$ cat src/rtl/nn_fixed_pkg.sv
// Fixed-point constants and shared types for the neuron datapath (x1000 scale).
// The sigmoid and back-propagation stages import the same definitions.
package nn_fixed_pkg;

    localparam int SCALE   = 1000;
    localparam int NET_MAX = 32767;
    localparam int NET_MIN = -32767;

    typedef enum logic [1:0] {
        S_IDLE,
        S_ACCUM,
        S_SCALE,
        S_DONE
    } state_e;

    typedef logic signed [15:0] net_t;

    // Full product width plus growth for n terms plus bias headroom, floor of 40.
    function automatic int acc_width(input int n);
        int w;
        w = 32 + $clog2(n) + 1;
        return (w < 40) ? 40 : w;
    endfunction

endpackage

$ cat src/rtl/net_scale_sat.sv
// Combinational divide-by-SCALE (truncating toward zero) and symmetric clamp
// of the accumulator to the 16-bit Net range.
module net_scale_sat #(
    parameter int ACC_W = 40,
    parameter int SCALE = 1000
) (
    input  logic signed [ACC_W-1:0] acc_i,
    output logic signed [15:0]      net_o,
    output logic                    sat_o
);
    import nn_fixed_pkg::*;

    localparam logic signed [ACC_W-1:0] DIVISOR = ACC_W'(SCALE);
    localparam logic signed [ACC_W-1:0] Q_MAX   = ACC_W'(NET_MAX);
    localparam logic signed [ACC_W-1:0] Q_MIN   = ACC_W'(NET_MIN);

    // Lower bound is -32767 so a downstream |Net| can never overflow.
    function automatic logic [16:0] clamp_net(input logic signed [ACC_W-1:0] q);
        if (q > Q_MAX) begin
            return {1'b1, Q_MAX[15:0]};
        end else if (q < Q_MIN) begin
            return {1'b1, Q_MIN[15:0]};
        end
        return {1'b0, q[15:0]};
    endfunction

    logic signed [ACC_W-1:0] quot_d;
    logic [16:0]             clamp_d;

    always_comb begin
        quot_d  = acc_i / DIVISOR;
        clamp_d = clamp_net(quot_d);
        net_o   = clamp_d[15:0];
        sat_o   = clamp_d[16];
    end

endmodule

$ cat src/rtl/neuron_net_accumulator.sv
// Streams N_INPUTS (x, w) pairs into a wide signed accumulator seeded with
// bias*SCALE, then scales and saturates to a 16-bit Net held until accepted.
module neuron_net_accumulator #(
    parameter int N_INPUTS = 4,
    parameter int SCALE    = nn_fixed_pkg::SCALE
) (
    input  logic               clk,
    input  logic               rst_n,
    input  logic               start,
    input  logic signed [15:0] bias_in,
    input  logic               in_valid,
    output logic               in_ready,
    input  logic signed [15:0] x_in,
    input  logic signed [15:0] w_in,
    output logic signed [15:0] net_out,
    output logic               net_valid,
    input  logic               out_ready,
    output logic               sat_flag,
    output logic               busy
);
    import nn_fixed_pkg::*;

    localparam int ACC_W = acc_width(N_INPUTS);
    localparam int CNT_W = (N_INPUTS > 1) ? $clog2(N_INPUTS) : 1;
    localparam logic [CNT_W-1:0]        LAST_BEAT = CNT_W'(N_INPUTS - 1);
    localparam logic signed [ACC_W-1:0] SCALE_ACC = ACC_W'(SCALE);

    state_e                  state_q;
    logic [CNT_W-1:0]        cnt_q;
    logic signed [ACC_W-1:0] acc_q;
    logic signed [ACC_W-1:0] acc_d;
    logic signed [ACC_W-1:0] bias_acc_d;
    logic signed [31:0]      prod_d;
    net_t                    net_q;
    net_t                    net_d;
    logic                    sat_q;
    logic                    sat_d;

    assign prod_d     = x_in * w_in;
    assign acc_d      = acc_q + ACC_W'(prod_d);
    assign bias_acc_d = ACC_W'(bias_in) * SCALE_ACC;

    net_scale_sat #(
        .ACC_W (ACC_W),
        .SCALE (SCALE)
    ) u_scale_sat (
        .acc_i (acc_q),
        .net_o (net_d),
        .sat_o (sat_d)
    );

    always_ff @(posedge clk) begin
        if (!rst_n) begin
            state_q <= S_IDLE;
            cnt_q   <= '0;
            acc_q   <= '0;
            net_q   <= '0;
            sat_q   <= 1'b0;
        end else begin
            case (state_q)
                S_IDLE: begin
                    if (start) begin
                        acc_q   <= bias_acc_d;
                        cnt_q   <= '0;
                        state_q <= S_ACCUM;
                    end
                end
                S_ACCUM: begin
                    if (in_valid) begin
                        acc_q <= acc_d;
                        cnt_q <= cnt_q + 1'b1;
                        if (cnt_q == LAST_BEAT) begin
                            state_q <= S_SCALE;
                        end
                    end
                end
                S_SCALE: begin
                    net_q   <= net_d;
                    sat_q   <= sat_d;
                    state_q <= S_DONE;
                end
                S_DONE: begin
                    // A start arriving here is dropped; a new run needs IDLE.
                    if (out_ready) begin
                        state_q <= S_IDLE;
                    end
                end
                default: state_q <= S_IDLE;
            endcase
        end
    end

    assign in_ready  = (state_q == S_ACCUM);
    assign net_valid = (state_q == S_DONE);
    assign busy      = (state_q != S_IDLE);
    assign net_out   = net_q;
    assign sat_flag  = sat_q;

endmodule

$ cat config.mk
export PLATFORM = sky130hd
export DESIGN_NAME = neuron_net_accumulator
export DESIGN_NICKNAME = d
export VERILOG_FILES = /design/src/rtl/nn_fixed_pkg.sv /design/src/rtl/net_scale_sat.sv /design/src/rtl/neuron_net_accumulator.sv
export SDC_FILE = /design/constraint.sdc
export NUM_CORES = 2
export LEC_CHECK = 0
export CORE_MARGIN = 4
export CORE_UTILIZATION = 45
export DETAILED_ROUTE_END_ITERATION = 8
export GPL_ROUTABILITY_DRIVEN = 0
export GPL_TIMING_DRIVEN = 0
export SLEW_MARGIN = 0
export SYNTH_ARGS = -nofsm -noshare
export SYNTH_HDL_FRONTEND = slang
export SYNTH_SLANG_ARGS = --single-unit
$ cat constraint.sdc
create_clock -name clk -period 28.5 [get_ports clk]
set_input_delay 5.7 -clock clk [delete_from_list [all_inputs] [get_ports clk]]
set_output_delay 5.7 -clock clk [all_outputs]
set_load 0.03 [all_outputs]
==> reports/metrics.cfg <==
[clock_tree]
maximum_level_of_the_cts_h_tree=3
clockBufferDepth=2
clk_transition_reported_paths_ns=0.06
cts-hold-fix-buffers=0
numCtsBuffers=9
clkLatencyLatePin_ns=0.35
clk_root_buffer_cell=sky130_fd_sc_hd__clkbuf_16
sink_count=61
cts_tree=yes

[grt]
grt_pass1_vias=25400
global_route.overflow_total=0
grt_pass1_wl_um=139000
gr_util_all_layers_pct=25.1
grt_start_max_net_pins=24
grt_antenna_before_repair=1

[job]
maxCapViolCount=0

[synth]
syn-cell-area_um2=28900
postSynthNetCount=3982
post_synth.cell_area_avg_um2=8.60
netlist-cell-type-count=171
asyncSetResetFlopFracSynth_pct=0
dominantRegCellSynth=sky130_fd_sc_hd__dfxtp_1
yosys.area.top_type_share_pct=27.0
synth.yosys.seq_area_share_pct=4.23
postSynthRegisterBits=61
synth.top_cells.by_count=389 x sky130_fd_sc_hd__fa_1, 377 x sky130_fd_sc_hd__inv_1, 308 x sky130_fd_sc_hd__nand2_1
post-synth-top-area-cell=sky130_fd_sc_hd__fa_1
synth_edf_count=0
yosys_warns=0
synth_cells=3355
yosys.cell_count.top_type=sky130_fd_sc_hd__fa_1
synth.area.top_cells=sky130_fd_sc_hd__fa_1 27%, sky130_fd_sc_hd__ha_1 8.0%, sky130_fd_sc_hd__inv_1 4.9%

[timing]
final.setup_skew_ns=0.0165
worst_slew_pin_slew_ns=1.12
slew_headroom_pct=24.6
final-setup-viol-count=0
aggregate_negative_setup_slack_ns=0
post-route-min-period_ns=27.46
fmax_mhz=36.4
finalCritPeriodShare_pct=96.4
finalMaxSlewViolations=0
final_hold_viol_count=0

[drt]
topRoutingLayerUsed=met4
drc_violations=0
routed_length_on_met2_um=39800
routed_wirelength_um=85300
number_of_vias_in_the_routed_layout=25700
drt_first_iter_violations=1989
route.met3.wl_um=5200
post_drt_wl_per_cell_um=19.8
final_antenna_net_count=0
drtPass1Iterations=6
drt-vias-per-instance=5.96
m1WireLength_um=39100

[placement]
io_buffers=72
dp_hpwl_um=71300
post-place-cells=4273
placed_cell_area_um2=30600

[setup_path]
worst_setup_path_end_kind=flop
path_common_cell=sky130_fd_sc_hd__buf_6
timing.setup.critical_path_class=reg -> reg
critical-path-max-stage-delay_ns=0.58
reg2reg_from=acc_q[14]
arrival_ns=27.70
timing.critical_path.max_delay_family=compound AO/OA/AOI/OAI gates
ff2ff_setup_slack_ns=1.04
worst_ep_required_time_ns=28.74
crit_path_max_fanout=10
worstPathBufferInverterCount=18
cp_max_delay_cell=sky130_fd_sc_hd__or4_4
worst-r2r-cell-count=104
worstReg2RegEnd=net_out[12]
worst_setup_path_start_kind=flop

[floorplanning]
ios=73
initial_core_util_pct=45.6
die_y_um=261
placeableCoreArea_um2=63300
die_w_um=261
design.die.area_um2=68200
num_rows=92

[layout]
antennaDiodeCount=0
final_core_util_pct=50.4
stdcell_area_um2=31900
layout-drive-gt1-share_pct=14.5
finalNonFillerCells=4318
layout.nets=4094
multiInputGateArea_um2=26000
ff_latch_area_um2=1220
filler_cell_count=6162
syn_to_final_growth_pct=10.6

[worst_hold_path]
worst_hold_path.num_cells=2
hold_path.startpoint=cnt_q[0]
hold_class=reg -> reg
min_to=cnt_q[0]

[status]
outcome=complete, no violations

-- logic make-up (layout without fill, tap and decap cells) --
| kind of cell | Yosys count | in the layout | synth area share (%) |
|---|---|---|---|
| AOI/OAI and AO/OA | 862 | 862 | 23.7 |
| xor gates and xnor gates | 196 | 196 | 6.30 |
| adders and majority gates | 582 | 582 | 35.3 |
| buffers and inverters | 505 | 622 | 8.15 |
| DFF | 61 | 61 | 4.23 |
| muxes | 71 | 71 | 2.78 |
| and+or+nand+nor | 1078 | 1078 | 19.5 |
-- cell usage in the layout, fill, tap and decap left out, types with 83 or more instances in the layout --
master                    netlist  layout
sky130_fd_sc_hd__o21ai_0      109     108
sky130_fd_sc_hd__and2_1       112     112
sky130_fd_sc_hd__fa_1         389     388
sky130_fd_sc_hd__ha_1         185     185
sky130_fd_sc_hd__inv_1        377     376
sky130_fd_sc_hd__nand2_1      308     308
sky130_fd_sc_hd__nor2_1       209     207
sky130_fd_sc_hd__nor3_1        90      83
sky130_fd_sc_hd__a21oi_1      143     141
sky130_fd_sc_hd__xnor2_1      134     124
-- layout make-up --
cell class,instances,share of cell area [%]
Clock inverter,7,0.227
Clock buffer,9,0.706
Inverter,377,4.43
Tap cell,846,3.32
Timing Repair Buffer,101,2.98
Buffer,128,2.97
Multi-Input combinational cell,2789,81.5
Sequential cell,61,3.83
-- routing by layer --
layer | vias up | GRT usage (%)
met4 | 0 | 3.28
met2 | 787 | 41.6
li1 | 12100 | -
met1 | 12800 | 36.4
met3 | 91 | 2.70
met5 | - | 0
-- worst min-delay path: cells and delay by family, from the launching register on --
kind,cells,cell delay (ns)
flip-flops,1,0.35
AND/OR/NAND/NOR,1,0.07
multiplexers,1,0.08
-- flip-flops by register name, indices dropped and copies added, names as in the netlist --
| name | cells |
|---|---|
| acc_q | 40 |
| sat_flag | 1 |
| state_q | 2 |
| cnt_q | 2 |
| net_out | 16 |
-- worst max-delay path by stage --
stage | endpoint | from | cells past startpoint | slack (ns)
2_1_floorplan | net_out[10] | acc_q[14] | 100 | 3.00
3_3_place_gp | net_out[8] | acc_q[1] | 95 | -2.06
3_5_place_dp | net_out[7] | acc_q[1] | 96 | -2.05
4_1_cts | net_out[14] | acc_q[1] | 99 | 0.14
5_1_grt | net_out[6] | acc_q[14] | 108 | -0.18
6_report | net_out[12] | acc_q[14] | 104 | 1.04
-- through the flow --
stage	worst slack [ns]	hold WS, ns
after floorplan	3.00	0.481
after global placement	-2.06	0.494
after detailed placement	-2.05	0.509
after CTS	0.141	0.522
after global routing	-0.182	0.562
final	1.04	0.529
-- timing repair --
action / in CTS / in global routing
resized for setup: 36 / 87
setup buffers: 9 / 20
setup endpoints to repair: 16 / 16
cloned: 0 / 0
pin swaps: 8 / 22
Power is not shown: default switching activity piles up to over one toggle a cycle in this logic, so the estimate is an artifact.
